**src/rtl/gas_param_sequencer.sv**
```systemverilog
// Gas-simulation parameter sequencer: per-channel key trackers feed a
// round-robin arbiter that steps one bounded parameter per request/ack handshake.
module gas_param_sequencer #(
    parameter int MAX_MOLES = 5,
    parameter int MAX_TEMP  = 7,
    parameter int MAX_VOL   = 7,
    parameter int MIN_VAL   = 1
) (
    input  logic       clk,
    input  logic       Reset_n,
    input  logic [2:0] keyIncr,
    input  logic [2:0] keyDecr,
    input  logic       updateAck,
    output logic [2:0] numMoles,
    output logic [2:0] temperature,
    output logic [2:0] volume,
    output logic       updateReq,
    output logic [1:0] updateSel,
    output logic       limitHit
);

    // Arbiter states
    //   ARB_IDLE  | waiting for a pending channel; grants round-robin
    //   ARB_APPLY | one cycle: clear pending, step value or flag a bound hit
    //   ARB_REQ   | updateReq held with updateSel until updateAck
    // Tracker states (one per channel)
    //   TRK_IDLE  | no key held on this channel
    //   TRK_HELD  | a key is held; direction frozen until release
    typedef enum logic [1:0] {ARB_IDLE, ARB_APPLY, ARB_REQ} arb_state_t;
    typedef enum logic {TRK_IDLE, TRK_HELD} trk_state_t;

    localparam logic [2:0] MIN_V = 3'(MIN_VAL);

    arb_state_t state_q, state_nx;
    trk_state_t trk_q [3];
    trk_state_t trk_nx [3];

    logic [2:0] dir_q, dir_nx;
    logic [2:0] pend_q, pend_nx;
    logic [2:0] pend_dir_q, pend_dir_nx;
    logic [2:0] vals_q [3];
    logic [2:0] vals_nx [3];
    logic [1:0] grant_q, grant_nx;
    logic [1:0] last_q, last_nx;
    logic       limit_q, limit_nx;

    logic [2:0] key_any;
    logic [2:0] released;
    logic [2:0] cur_val;
    logic [2:0] cur_max;
    logic       cur_up;
    logic       at_bound;
    logic [1:0] rr_pick;

    function automatic logic [1:0] pick_first(input logic [2:0] req,
                                              input logic [1:0] a,
                                              input logic [1:0] b,
                                              input logic [1:0] c);
        logic [1:0] r;
        r = c;
        if (req[c])
            r = c;
        if (req[b])
            r = b;
        if (req[a])
            r = a;
        return r;
    endfunction

    assign key_any = keyIncr | keyDecr;

    always_comb begin
        for (int i = 0; i < 3; i++) begin
            released[i] = (trk_q[i] == TRK_HELD) && !key_any[i];
        end
    end

    // Trackers run regardless of arbiter state so presses during REQ are kept.
    always_comb begin
        for (int i = 0; i < 3; i++) begin
            trk_nx[i] = trk_q[i];
            dir_nx[i] = dir_q[i];
            case (trk_q[i])
                TRK_IDLE: begin
                    if (key_any[i]) begin
                        trk_nx[i] = TRK_HELD;
                        dir_nx[i] = keyIncr[i];
                    end
                end
                TRK_HELD: begin
                    if (!key_any[i])
                        trk_nx[i] = TRK_IDLE;
                end
                default: trk_nx[i] = TRK_IDLE;
            endcase
        end
    end

    // Search starts after the last granted channel.
    always_comb begin
        case (last_q)
            2'd0:    rr_pick = pick_first(pend_q, 2'd1, 2'd2, 2'd0);
            2'd1:    rr_pick = pick_first(pend_q, 2'd2, 2'd0, 2'd1);
            default: rr_pick = pick_first(pend_q, 2'd0, 2'd1, 2'd2);
        endcase
    end

    always_comb begin
        case (grant_q)
            2'd0:    begin cur_val = vals_q[0]; cur_max = 3'(MAX_MOLES); end
            2'd1:    begin cur_val = vals_q[1]; cur_max = 3'(MAX_TEMP);  end
            default: begin cur_val = vals_q[2]; cur_max = 3'(MAX_VOL);   end
        endcase
        cur_up   = pend_dir_q[grant_q];
        at_bound = cur_up ? (cur_val >= cur_max) : (cur_val <= MIN_V);
    end

    always_comb begin
        state_nx    = state_q;
        grant_nx    = grant_q;
        last_nx     = last_q;
        limit_nx    = 1'b0;
        pend_nx     = pend_q;
        pend_dir_nx = pend_dir_q;
        for (int i = 0; i < 3; i++)
            vals_nx[i] = vals_q[i];

        // A release landing on an already-pending channel is dropped.
        for (int i = 0; i < 3; i++) begin
            if (released[i] && !pend_q[i]) begin
                pend_nx[i]     = 1'b1;
                pend_dir_nx[i] = dir_q[i];
            end
        end

        case (state_q)
            ARB_IDLE: begin
                if (|pend_q) begin
                    grant_nx = rr_pick;
                    state_nx = ARB_APPLY;
                end
            end
            ARB_APPLY: begin
                for (int i = 0; i < 3; i++) begin
                    if (2'(i) == grant_q) begin
                        pend_nx[i] = 1'b0;
                        if (!at_bound)
                            vals_nx[i] = cur_up ? (cur_val + 3'd1) : (cur_val - 3'd1);
                    end
                end
                if (at_bound) begin
                    // Recording the grant here lets round-robin move past a saturated channel.
                    limit_nx = 1'b1;
                    last_nx  = grant_q;
                    state_nx = ARB_IDLE;
                end else begin
                    state_nx = ARB_REQ;
                end
            end
            ARB_REQ: begin
                if (updateAck) begin
                    last_nx  = grant_q;
                    state_nx = ARB_IDLE;
                end
            end
            default: state_nx = ARB_IDLE;
        endcase
    end

    always_ff @(posedge clk or negedge Reset_n) begin
        if (!Reset_n) begin
            state_q    <= ARB_IDLE;
            grant_q    <= 2'd0;
            last_q     <= 2'd2;
            limit_q    <= 1'b0;
            dir_q      <= 3'b000;
            pend_q     <= 3'b000;
            pend_dir_q <= 3'b000;
            for (int i = 0; i < 3; i++) begin
                trk_q[i]  <= TRK_IDLE;
                vals_q[i] <= MIN_V;
            end
        end else begin
            state_q    <= state_nx;
            grant_q    <= grant_nx;
            last_q     <= last_nx;
            limit_q    <= limit_nx;
            dir_q      <= dir_nx;
            pend_q     <= pend_nx;
            pend_dir_q <= pend_dir_nx;
            for (int i = 0; i < 3; i++) begin
                trk_q[i]  <= trk_nx[i];
                vals_q[i] <= vals_nx[i];
            end
        end
    end

    assign numMoles    = vals_q[0];
    assign temperature = vals_q[1];
    assign volume      = vals_q[2];
    assign updateReq   = (state_q == ARB_REQ);
    assign updateSel   = (state_q == ARB_REQ) ? grant_q : 2'd0;
    assign limitHit    = limit_q;

endmodule

```
**config.mk**
```make
export PLATFORM = sky130hd
export DESIGN_NAME = gas_param_sequencer
export DESIGN_NICKNAME = d
export VERILOG_FILES = /design/src/rtl/gas_param_sequencer.sv
export SDC_FILE = /design/constraint.sdc
export NUM_CORES = 1
export LEC_CHECK = 0
export BUFFER_PORTS_ARGS = -buffer_cell sky130_fd_sc_hd__buf_2
export CAP_MARGIN = 20
export CORE_UTILIZATION = 36
export CTS_BUF_LIST = sky130_fd_sc_hd__clkbuf_8
export DETAILED_ROUTE_END_ITERATION = 7
export PLACE_DENSITY = 0.56
export SLEW_MARGIN = 20
export SYNTH_ARGS = -nofsm -noshare
export SYNTH_HDL_FRONTEND = slang
export SYNTH_SLANG_ARGS = --single-unit
export TNS_END_PERCENT = 10
```
**constraint.sdc**
```tcl
create_clock -name clk -period 3.16 [get_ports clk]
set_input_delay 0.158 -clock clk [delete_from_list [all_inputs] [get_ports clk]]
set_output_delay 0.158 -clock clk [all_outputs]
set_load 0.01 [all_outputs]
```
==> summary.md, run 1 <==
| Metric | Value |
|---|---|
| GRT Overall Usage | 15.63% |
| CTS Root Cell | clkbuf_8 |
| Crit. End Element | flip-flop |
| Fin. Hold Viols | 0 |
| Vias | 1045 |
| Avg Synthesized Cell Area | 11.40 sq um |
| IO Pins | 22 |
| Crit-path cells | mux2_2 > mux2i_4 > inv_1 > ha_1 > nor4_2 > nor3_4 > nor4b_4 > mux2_2 |
| Post-DRT Antenna Nets | 0 |
| Yosys top cell area share | 39.60% |
| Wire per inst | 14.67 microns |
| Final setup fails | 0 |
| Synth Area in XOR/XNOR | 1.155% |
| N_diodes | 0 |
| Post-layout minimum cycle time | 2741 ps |
| Initial antenna violation count | 0 |
| NumNets Final | 170 |
| Vias in the first global route | 1104 |
| Post-Synth Adder-Cell Area | 2.475% |
| Clk Latency, worst-skew pair | 270 ps |
| Routed WL | 3036 microns |
| CTS Buf Count | 3 |
| Final Max Slew Viols | 0 |
| Yosys warning count | 0 |
| Area of the multi-input gates | 735.7 sq um |
| Lkg Pwr | 0.0007586 uW |
| Synth Area in Compound Gates | 10.73% |
| Worst setup margin | 419.3 ps |
| Clk sinks | 28 |
| Post-CTS resize count | 0 |
| Slowest Stage Delay on Critical Path | 410 ps |
| Largest cells by area after synthesis | dfrtp_1, mux2_2, dfstp_2, inv_1, o21ai_0 |
| # DRC | 0 |
| Tot Pwr | 1937 uW |
| DIE HEIGHT | 66.90 microns |
| Arr. time, crit path | 2900 ps |
| Asr flop ratio synth | 100.0% |
| Post-Synth Simple-Gate Area | 16.34% |
| Register area | 705.7 sq um |
| Worst hold slack | 81.15 ps |
| Post-synth net total | 145 |
| Die area | 0.004476 sq mm |
| Min-delay worst type | in2reg |
| Initial Utilization | 37.64% |
| Synth area leader | dfrtp_1 |
| Fmax | 0.3649 GHz |
| Largest net degree at the start of global routing | 29 |
| CP most frequent cell | mux2_2 |
| DR iter-0 viols | 57 |
| RePlAce Congestion | 0.8360 |
| PortBufs | 21 |
| Relative slew slack | 58.15% |
| Fillers | 391 |
| Initial DRT Pass Iterations | 4 |
| CTS tree | built |
| Max VDD drop | 0.0004468 V |
| Worst-margin pin slew | 627.8 ps |
| RSZ-0062 raised after global routing | no |
| Synthesized instance count | 133 |
| Post-DP Area | 0.001677 sq mm |
| Main synth FF type | dfrtp_1 |
| Post-synthesis sequential area ratio | 46.53% |
| Area grow syn2layout | 14.85% |
| FF+latch count, synth | 28 |
| Design Area, Final | 0.001742 sq mm |
| Gr ovfl total | 0 |
| Worst Path Max Fanout | 6 |
| Worst-path clk slew | 90 ps |
| Htree depth | 1 |
| Startpoint class of the critical path | flip-flop |
| Share of cells above drive strength 1 | 37.58% |
| Most frequent cells after synthesis | dfrtp_1, mux2_2, inv_1 |
| Core Area | 0.004029 sq mm |
| Max-cap viol count | 0 |
| Slowest cell on crit path | nor4_2 |
| Kind of critical path | reg2reg |
| Synth cell types | 39 |
| Mux share of post-synthesis cell area | 17.82% |
| Detailed placement HPWL | 2303 microns |
| Combinational family with the most area after synthesis | multiplexers |
| Required @ worst endpoint | 3320 ps |
| Die extent in x | 66.90 microns |
| PwrDens | 1112 mW/mm^2 |
| Via density | 5.048 |
| Final worst path period share | 86.73% |
| Place WS | 438.7 ps |
| Sum Neg Setup Slack | 0 ps |
| First-pass GRT wire length | 5085 microns |
| Mapped Area | 0.001516 sq mm |
| Clk buf depth | 2 |
| EDFF count, synth | 0 |
| Status | completed |
| Count leader, synth | dfrtp_1 |
| Skew final | 4.584 ps |
| Row count | 23 |
[critical path, delay by kind of cell, from the launching register on]
family,cells,cell delay [ps]
muxes,3,1000
and+or+nand+nor,3,930
DFF,1,370
adders and majority gates,1,220
buffers and inverters,1,120
[layout by cell type, fill, tap and decap left out, types with 3 or more instances in the layout]
cell type,synthesis,layout
nand3b_1,3,3
a21oi_1,4,4
dfstp_2,4,4
clkbuf_8,0,4
dfrtp_1,24,24
nor2b_1,3,3
nor2_1,8,8
buf_2,3,21
inv_1,14,14
o21ai_0,9,9
nand2_1,6,6
mux2_2,19,19
ha_1,3,3
[kinds of logic after synthesis]
group | Yosys count
simple gates | 37
flops | 28
mux | 23
compound gates | 22
buf+inv | 18
fa+ha+maj | 3
xor+xnor | 2
[metal layers]
layer  track usage, %  up-vias  part of all wire [%]
li1                 -      519                     -
met1            20.13      505                    48
met2            26.26       19                    48
met3            3.596        2                   3.1
met4            3.723        0                  0.82
met5                0        -                     0
[flip-flops by register name, summed over array words and instances (netlist names)]
signal	count
dir_q	3
numMoles	3
pend_dir_q	3
pend_q	3
temperature	3
trk_q	3
volume	3
grant_q	2
last_q	2
state_q	2
limitHit	1
[worst paths after layout]
kind	startpoint	endpoint	slack (ps)	cells after the start
min in group asynchronous	Reset_n	trk_q[0]	430	2
min	keyDecr[0]	trk_q[2]	80	3
min reg2reg	trk_q[2]	dir_q[0]	480	1
max reg2reg	grant_q[0]	numMoles[2]	420	8
max	grant_q[0]	numMoles[2]	420	8
max in group asynchronous	Reset_n	numMoles[1]	2320	2
[report_power, final]
group,switching (uW),total [uW],internal (uW)
clock,105,216,111
combinational,564,1060,491
sequential,142,665,523
[area by class of cell]
cell class	count	share of cell area, %
clock buffer	4	3.161
inverter	14	3.017
multi-input combinational	87	42.24
sequential	28	40.52
tap	50	3.592
timing repair buffer	24	7.471
[timing repair]
action | in CTS | in global routing
hold endpoints to repair | 24 | 0
buffers inserted | 0 | 0
hold buffers | 1 | 0
[metrics by stage]
step	util (%)	instances
after detailed placement	41.61	202
after global placement	41.61	202
after floorplan	-	133
final	43.23	207
after global routing	43.23	207
after CTS	43.23	207
Note: power is estimated with default switching activity, not from simulation.
==> run 2, diff against run 1 <==
- CORE_ASPECT_RATIO: not set -> 0.8
- REMOVE_ABC_BUFFERS: not set -> 1
==> run 2 against run 1 <==
  * Non-clock buffer count did not move
  * Utilization rose by 1.3 points
  * Global-route usage fell by 0.79 points
  * Clock power fell by 11%
  * Setup slack barely moved
  * Highest routed layer unchanged
  * Final cell count rose by 2.4%
==> summary.md, run 2 (synthesis gave the netlist of run 1 again) <==
| Metric | Value |
|---|---|
| Kind of critical path | reg2reg |
| # hold bufs at CTS | 1 (unchanged) |
| Worst Reg-to-Reg Cells | 8 (unchanged) |
| Clk buf depth | 2 (unchanged) |
| Worst-margin pin slew | 615.8 ps (-11.98 ps) |
| Die area | 0.004478 sq mm (about the same) |
| Slowest Stage Delay on Critical Path | 430 ps (+20 ps) |
| Most common cell after layout, fill and taps aside | dfrtp_1 |
| Most frequent cells in the layout | dfrtp_1, buf_2, mux2_2 |
| WHS Path Cells | 3 (unchanged) |
| Initial Utilization | 38.85% (+1.2 points) |
| PwrDens | 1096 mW/mm^2 (-1.4%) |
| RSZ-0062 raised after global routing | no |
| Largest net degree at the start of global routing | 29 (unchanged) |
| Worst-path clk slew | 90 ps (about the same) |
| Setup Buffers After CTS | 0 (unchanged) |
| Fmax | 0.3648 GHz (about the same) |
| FF-to-FF Start | grant_q[0] |
| PortBufs | 21 (unchanged) |
| Tot Pwr | 1905 uW (-1.7%) |
| Detailed placement HPWL | 2119 microns (-8.0%) |
| Max-cap viol count | 0 (unchanged) |
| Row count | 20 (-13%) |
| Worst Setup SP | grant_q[0] |
| RePlAce Congestion | 0.7947 (-4.9%) |
| CTS Buf Count | 3 (unchanged) |
| Share of cells above drive strength 1 | 36.94% (-0.64 points) |
| Final Max Slew Viols | 0 (unchanged) |
| Vias in the first global route | 985 (-11%) |
| Gr ovfl total | 0 (unchanged) |
| IO Pins | 22 (unchanged) |
| First-pass GRT wire length | 4843 microns (-4.8%) |
| Max VDD drop | 0.0004312 V (-3.5%) |
| # DRC | 0 (unchanged) |
| Min-delay worst type | in2reg |
| Worst Path Max Fanout | 6 (unchanged) |
| Lkg Pwr | 0.0007567 uW (-0.25%) |
| Routed WL | 2907 microns (-4.2%) |
| Final worst path period share | 86.74% (about the same) |
| Post-layout minimum cycle time | 2741 ps (+0.3880 ps) |
| Post-CTS resize count | 0 (unchanged) |
| Startpoint class of the critical path | flip-flop |
| Sum Neg Setup Slack | 0 ps (unchanged) |
| HP Start | keyDecr[0] |
| Crit. End Element | flip-flop |
| Clk sinks | 28 (unchanged) |
| Post-DRT Antenna Nets | 0 (unchanged) |
| Arr. time, crit path | 2910 ps (about the same) |
| Vias | 1074 (+2.8%) |
| DIE HEIGHT | 60.05 microns (-10%) |
| Final core utilization | 44.52% (+1.3 points) |
| Initial DRT Pass Iterations | 6 (+2) |
| GRT Overall Usage | 14.84% (-0.79 points) |
| CTS tree | built |
| Relative slew slack | 58.95% (+0.80 points) |
| Required @ worst endpoint | 3320 ps (about the same) |
| Area grow syn2layout | 14.60% |
| DR iter-0 viols | 50 (-12%) |
| Crit-path cells | mux2_2 > mux2i_4 > inv_1 > ha_1 > nor4_2 > nor3_4 > nor4b_4 > mux2_2 |
| N_diodes | 0 (unchanged) |
| Initial antenna violation count | 0 (unchanged) |
| Final setup fails | 0 (unchanged) |
| Slowest cell on crit path | nor4b_4 |
| Via density | 5.066 (+0.35%) |
| Status | completed |
| Skew final | 1.389 ps (-3.194 ps) |
| Clk Latency, worst-skew pair | 270 ps (about the same) |
| CTS Root Cell | clkbuf_8 |
| CP most frequent cell | mux2_2 |
| Htree depth | 1 (unchanged) |
| Core Area | 0.003904 sq mm (-3.1%) |
| Wire per inst | 13.71 microns (-6.5%) |
| NumNets Final | 170 (unchanged) |
| Fin. Hold Viols | 0 (unchanged) |
| Die extent in x | 74.57 microns (+11%) |
-- run 2: cell count changes in the layout (fill, tap and decap cells not counted) --
cell	change
clkbuf_8	-1
inv_1	+1
-- run 2: worst paths after layout --
path                       slack [ps]     endpoint
min reg2reg                       470     dir_q[0]
max reg2reg                       420  numMoles[1]
min in group asynchronous         430   state_q[0]
max in group asynchronous        2340  numMoles[2]
min                                80     trk_q[2]
max                               420  numMoles[1]
-- run 2: area by class of cell --
type                    count  area (sq um)
fillers                   388          2166
multi-input cells          87         735.7
flip-flops and latches     28         705.7
repair buffers             24         130.1
well taps                  55         68.82
inverters                  14         52.55
clock buffers               3         41.29
clock inverters             1         3.754
-- run 2: worst max-delay path: cells and delay by family, from the launching register on --
kind          cells  cell delay (ps)
simple gates      3              950
buf+inv           1              110
mux               3             1000
fa+ha+maj         1              220
flops             1              360
-- run 2: routing by layer --
layer | track usage, % | share of wire (%) | wire length, microns | vias up
met4 | 3.235 | 0.31 | 9 | 0
met5 | 0 | 0 | 0 | -
li1 | - | - | - | 515
met2 | 22.01 | 45 | 1298 | 28
met1 | 21.89 | 50 | 1467 | 529
met3 | 3.541 | 4.5 | 131 | 2
-- run 2: per-stage QoR --
step | instances | hold slack, ps | setup slack, ps | cell area (sq um)
after floorplan | 129 | -137.6 | 379.5 | 1494
after global placement | 207 | 205.8 | 501.9 | 1683
after detailed placement | 207 | 220.1 | 441.5 | 1683
after CTS | 212 | 70.44 | 429.8 | 1738
after global routing | 212 | 80.55 | 293.0 | 1738
final | 212 | 76.81 | 418.9 | 1738
-- run 2: report_power, final --
part	internal (uW)	switching, uW
clock network	87.2	106
logic	492	558
registers	523	138
total	1100	803
